[src/rtl/issue_cdb_scheduler.sv]
// CDB issue scheduler: grants one issue per unit class per cycle and reserves future
// CDB slots so that the int, ld, mult and div units never drive the bus together.
module issue_cdb_scheduler #(
    parameter int MULT_LAT = 4,
    parameter int DIV_LAT  = 7
) (
    input  logic       clk,
    input  logic       reset,
    input  logic       req_int,
    input  logic       req_ld,
    input  logic       req_mult,
    input  logic       req_div,
    output logic       grant_int,
    output logic       grant_ld,
    output logic       grant_mult,
    output logic       grant_div,
    output logic [1:0] cdb_sel,
    output logic       cdb_valid,
    output logic       div_busy,
    output logic       div_done
);

    localparam int NSLOT = DIV_LAT - 1;
    // A claim at offset k lands in slot k-1 of the next-cycle reservation.
    localparam int MULT_SLOT = MULT_LAT - 2;
    localparam int DIV_SLOT  = DIV_LAT - 2;
    localparam logic [3:0] DIV_CNT_LOAD = 4'(DIV_LAT - 2);

    typedef enum logic [1:0] {
        SEL_INT  = 2'd0,
        SEL_LD   = 2'd1,
        SEL_MULT = 2'd2,
        SEL_DIV  = 2'd3
    } cdb_owner_t;

    logic [NSLOT-1:0]      res_r, res_next;
    logic [NSLOT-1:0][1:0] own_r, own_next;
    logic [3:0]            div_cnt, div_cnt_next;
    logic                  lru, lru_next;

    assign div_busy = (div_cnt != 4'd0);

    // NOTE: every signal written in an always_comb gets a default first, so no path
    // through the block leaves it unassigned and no latch is inferred.
    always_comb begin
        grant_int  = 1'b0;
        grant_ld   = 1'b0;
        grant_div  = req_div & ~div_busy;
        grant_mult = req_mult & ~res_r[MULT_LAT-1];
        if (!res_r[0]) begin
            if (req_int && (!req_ld || !lru)) grant_int = 1'b1;
            else if (req_ld)                  grant_ld  = 1'b1;
        end

        cdb_valid = 1'b0;
        cdb_sel   = SEL_INT;
        if (res_r[0]) begin
            cdb_valid = 1'b1;
            cdb_sel   = own_r[0];
        end else if (grant_int || grant_ld) begin
            cdb_valid = 1'b1;
            cdb_sel   = grant_ld ? SEL_LD : SEL_INT;
        end
        div_done = cdb_valid && (cdb_sel == SEL_DIV);
    end

    always_comb begin
        res_next = {1'b0, res_r[NSLOT-1:1]};
        own_next = {2'b00, own_r[NSLOT-1:1]};
        if (grant_mult) begin
            res_next[MULT_SLOT] = 1'b1;
            own_next[MULT_SLOT] = SEL_MULT;
        end
        if (grant_div) begin
            res_next[DIV_SLOT] = 1'b1;
            own_next[DIV_SLOT] = SEL_DIV;
        end

        div_cnt_next = div_cnt;
        if (grant_div)     div_cnt_next = DIV_CNT_LOAD;
        else if (div_busy) div_cnt_next = div_cnt - 4'd1;

        lru_next = lru;
        if (grant_int)     lru_next = 1'b1;
        else if (grant_ld) lru_next = 1'b0;
    end

    // NOTE: state registers use non-blocking assignments so every flop samples the
    // pre-edge value of the others, regardless of statement order.
    always_ff @(posedge clk) begin
        if (reset) begin
            res_r   <= '0;
            own_r   <= '0;
            div_cnt <= '0;
            lru     <= 1'b0;
        end else begin
            res_r   <= res_next;
            own_r   <= own_next;
            div_cnt <= div_cnt_next;
            lru     <= lru_next;
        end
    end

endmodule

[config.mk]
export PLATFORM = sky130hd
export DESIGN_NAME = issue_cdb_scheduler
export DESIGN_NICKNAME = d
export VERILOG_FILES = /design/src/rtl/issue_cdb_scheduler.sv
export SDC_FILE = /design/constraint.sdc
export NUM_CORES = 1
export LEC_CHECK = 0
export BUFFER_PORTS_ARGS = -buffer_cell sky130_fd_sc_hd__buf_2
export CAP_MARGIN = 0
export CELL_PAD_IN_SITES_DETAIL_PLACEMENT = 1
export CELL_PAD_IN_SITES_GLOBAL_PLACEMENT = 1
export CORE_AREA = 2 2 40 46
export CTS_CLUSTER_DIAMETER = 50
export CTS_CLUSTER_SIZE = 16
export DETAILED_ROUTE_END_ITERATION = 8
export DIE_AREA = 0 0 42 48
export PLACE_DENSITY_LB_ADDON = 0.1
export SYNTH_ARGS = -nofsm -noshare
export SYNTH_HDL_FRONTEND = slang
export SYNTH_SLANG_ARGS = --single-unit
[constraint.sdc]
create_clock -name clk -period 2.8 [get_ports clk]
set_clock_uncertainty 0.05 [all_clocks]
set_input_delay 0.14 -clock clk [delete_from_list [all_inputs] [get_ports clk]]
set_output_delay 0.14 -clock clk [all_outputs]
set_load 0.005 [all_outputs]
==> impl_metrics.py <==
metrics = {
    "placement": {
        "dp.final_hpwl_microns": 737,
        "routabilityCongestion": 0.713,
        "place_worst_setup_slack_ns": 1.24,
        "numPortBuffers": 14,
        "post-place-cells": 87,
    },
    "pwr": {
        "leakagePower_nw": 0.312,
        "power-per-cell-area_mw_per_mm2": 872,
        "report.power.total_w": 0.000597,
        "ir_drop_mv": 0.347,
    },
    "grt": {
        "grt_pass1_vias": 408,
        "grt_start_max_net_pins": 18,
        "grtUsageMet1_pct": 11.7,
        "globalRouteTotalUtil_pct": 11.6,
        "grt_remaining_overflow": 0,
        "grt_first_pass_wirelength_mm": 1.70,
        "top_usage_layer": "met2",
        "grt.met3_usage_pct": 4.15,
        "antenna_violations_before_repair": 0,
        "globalRouteMet2Util_pct": 21.9,
    },
    "run_status": {
        "run_status": "completed",
    },
    "timing": {
        "count_of_endpoints_failing_hold_in_the_final_timing_report": 0,
        "clock.fmax_ghz": 0.554,
        "finalSetupViolations": 0,
        "unrepaired_setup_endpoints_after_global_routing": "no",
        "slew_viol_final": 0,
        "timing.setup.tns_ns": 0,
        "timing.final.crit_share_pct": 64.5,
        "max_slew.worst_pin.slew_ns": 0.411,
        "slew_headroom_pct": 72.2,
        "fin_crit_ns": 1.81,
        "finalWorstSetupSlack_ns": 0.995,
    },
    "route": {
        "postRouteWirelength_microns": 965,
        "route.detailed.wl_per_inst_microns": 10.6,
        "drcViolationCount": 0,
        "route.vias.total": 431,
        "avgViaCountPerCell": 4.74,
        "first_pass_iters": 1,
        "drtIter0Drc": 0,
        "drt.antenna.violating_nets": 0,
    },
    "cells_and_area": {
        "n_antenna_cell": 0,
        "area.sequential_sq_um": 280,
        "post_route_cells_drive_above_1_share_pct": 28.4,
        "post-route-util_pct": 45.0,
        "finish.cell_count_without_fillers": 91,
        "areaGrowthSynthToFinish_pct": 18.1,
        "filler_cell_count": 187,
        "multi_input_comb_area_sq_um": 262,
        "final_net_count": 83,
    },
    "cts": {
        "clock_pin_slew_on_the_worst_setup_and_hold_paths_ns": 0.08,
        "cts_repair_resize_count": 0,
        "cts_inserted_buffers": 3,
        "clk_latency_ns": 0.27,
        "cts.root.buffer_cell": "sky130_fd_sc_hd__clkbuf_4",
        "max-clock-path-buffers": 2,
        "clock_sink_count": 14,
        "postCtsSetupRepairBufs": 0,
        "post_cts_hold_buffer_count": 0,
        "ctsHtreeMaxLevel": 1,
        "cts_tree": "yes",
    },
    "floorplanning": {
        "die-width_microns": 42,
        "floorplan.io_pins": 15,
        "floorplan.die_area_sq_mm": 0.00202,
        "placement_rows": 15,
        "initial_core_util_pct": 38.1,
        "vert_die_dim_microns": 48,
        "design.core.area_sq_mm": 0.00152,
    },
    "worst_hold_path": {
        "hold_class": "input port to flip-flop",
        "hold_depth": 3,
    },
    "setup_path": {
        "critPathRequiredTime_ns": 2.61,
        "critical_path.max_fanout": 6,
        "timing.critical_path.arrival_ns": 1.62,
        "critPathMaxStageDelay_ns": 0.48,
        "critical_path.n_buffers_inverters": 2,
        "cp_cell_sequence": "inv_1 -> ha_1 -> or3b_1 -> nor2_1 -> buf_2",
        "r2r.worst_path.cells": 4,
        "worst_path_max_delay_cell": "sky130_fd_sc_hd__or3b_1",
        "end_kind": "output port",
        "kind_of_critical_path": "flip-flop to output port",
        "cp.depth": 5,
        "crit_path_start_kind": "flip-flop",
        "critical_path.top_delay_family": "simple AND/OR/NAND/NOR gates",
    },
    "logic_synthesis": {
        "netlist_instances": 59,
        "synth_cell_types": 24,
        "syn-num-nets": 67,
        "synth-seq-cells": 14,
        "synth-warning-count": 0,
        "synth-seq-area-share_pct": 48.4,
        "synth.avg_cell_area_sq_um": 9.82,
        "synthesis.area_sq_um": 579,
    },
    "run": {
        "total_of_max_cap_violations": 0,
    },
}
final timing paths:
kind	start	to	slack [ns]
max reg2reg	div_cnt[0]	div_cnt[1]	1.23
min reg2reg	res_r[1]	res_r[0]	0.39
min	req_mult	res_r[2]	0.03
max	div_cnt[0]	grant_div	0.99
power by group:
part / total (W) / internal, W / switching [W]
clock network: 0.000142 / 0.0000791 / 0.0000628
logic: 0.000193 / 0.000103 / 0.0000899
registers: 0.000262 / 0.000236 / 0.0000263
total: 0.000597 / 0.000418 / 0.000179
synth_stat cells:
master                      n  area (sq um)
sky130_fd_sc_hd__clkbuf_1   1          3.75
sky130_fd_sc_hd__a21oi_1    1          5.00
sky130_fd_sc_hd__buf_6      1          11.3
sky130_fd_sc_hd__or3_1      1          6.26
sky130_fd_sc_hd__dfxtp_1   14           280
sky130_fd_sc_hd__mux2_4     1          15.0
sky130_fd_sc_hd__xnor2_1    1          8.76
sky130_fd_sc_hd__inv_1      4          15.0
sky130_fd_sc_hd__buf_4      1          7.51
sky130_fd_sc_hd__nor3_1     3          15.0
sky130_fd_sc_hd__or3b_1     1          8.76
sky130_fd_sc_hd__nor2b_1   10          62.6
sky130_fd_sc_hd__nor2_1     5          18.8
sky130_fd_sc_hd__ha_1       2          25.0
sky130_fd_sc_hd__nor3b_1    1          7.51
sky130_fd_sc_hd__o21bai_1   1          7.51
sky130_fd_sc_hd__mux2_2     1          11.3
sky130_fd_sc_hd__and2_1     1          6.26
sky130_fd_sc_hd__o22ai_1    1          6.26
sky130_fd_sc_hd__or2_2      1          6.26
sky130_fd_sc_hd__nand2b_1   3          18.8
sky130_fd_sc_hd__a211oi_1   2          15.0
sky130_fd_sc_hd__nor4b_1    1          8.76
sky130_fd_sc_hd__and3b_1    1          8.76
metrics by stage:
stage	hold slack [ns]	instance area [sq um]
5_1_grt	0.0375	684
3_5_place_dp	0.324	648
3_3_place_gp	0.320	648
2_1_floorplan	0.162	579
6_report	0.0338	684
4_1_cts	0.0303	684
cell type report:
type | count | share of cell area (%)
Sequential cell | 14 | 41.0
Tap cell | 17 | 3.11
Clock buffer | 4 | 5.30
Inverter | 4 | 2.19
Multi-Input combinational cell | 38 | 38.2
Timing Repair Buffer | 14 | 10.2
worst register-to-register path, cell delays in order (launching register included):
cell                      delay (ns)
sky130_fd_sc_hd__dfxtp_1        0.34
sky130_fd_sc_hd__inv_1          0.09
sky130_fd_sc_hd__ha_1           0.17
sky130_fd_sc_hd__or3b_1         0.48
sky130_fd_sc_hd__mux2_4         0.33
cell usage in the layout, fill, tap and decap left out, drive strengths merged, types with 2 or more instances in the layout:
cell / count
nand2b: 3
clkbuf: 4
a211oi: 2
dfxtp: 14
ha: 2
nor2: 5
mux2: 2
nor3: 3
buf: 14
inv: 4
nor2b: 10
metal layers:
metal / vias to the layer above / wire length (microns)
li1: 221 / -
met1: 194 / 410
met2: 14 / 459
met3: 2 / 76
met4: 0 / 19
met5: - / 0
flip-flops by register name (all words and copies together), names as in the netlist:
register,cells
div_cnt,4
lru,1
own_next,3
own_r,1
res_r,5
cell families after synthesis:
group | share of synthesized area, %
flops | 48.4
xor+xnor | 1.51
buf+inv | 6.48
fa+ha+maj | 4.32
simple gates | 28.9
compound gates | 5.83
mux | 4.53
No activity file was read; power rests on OpenSTA's default activity.
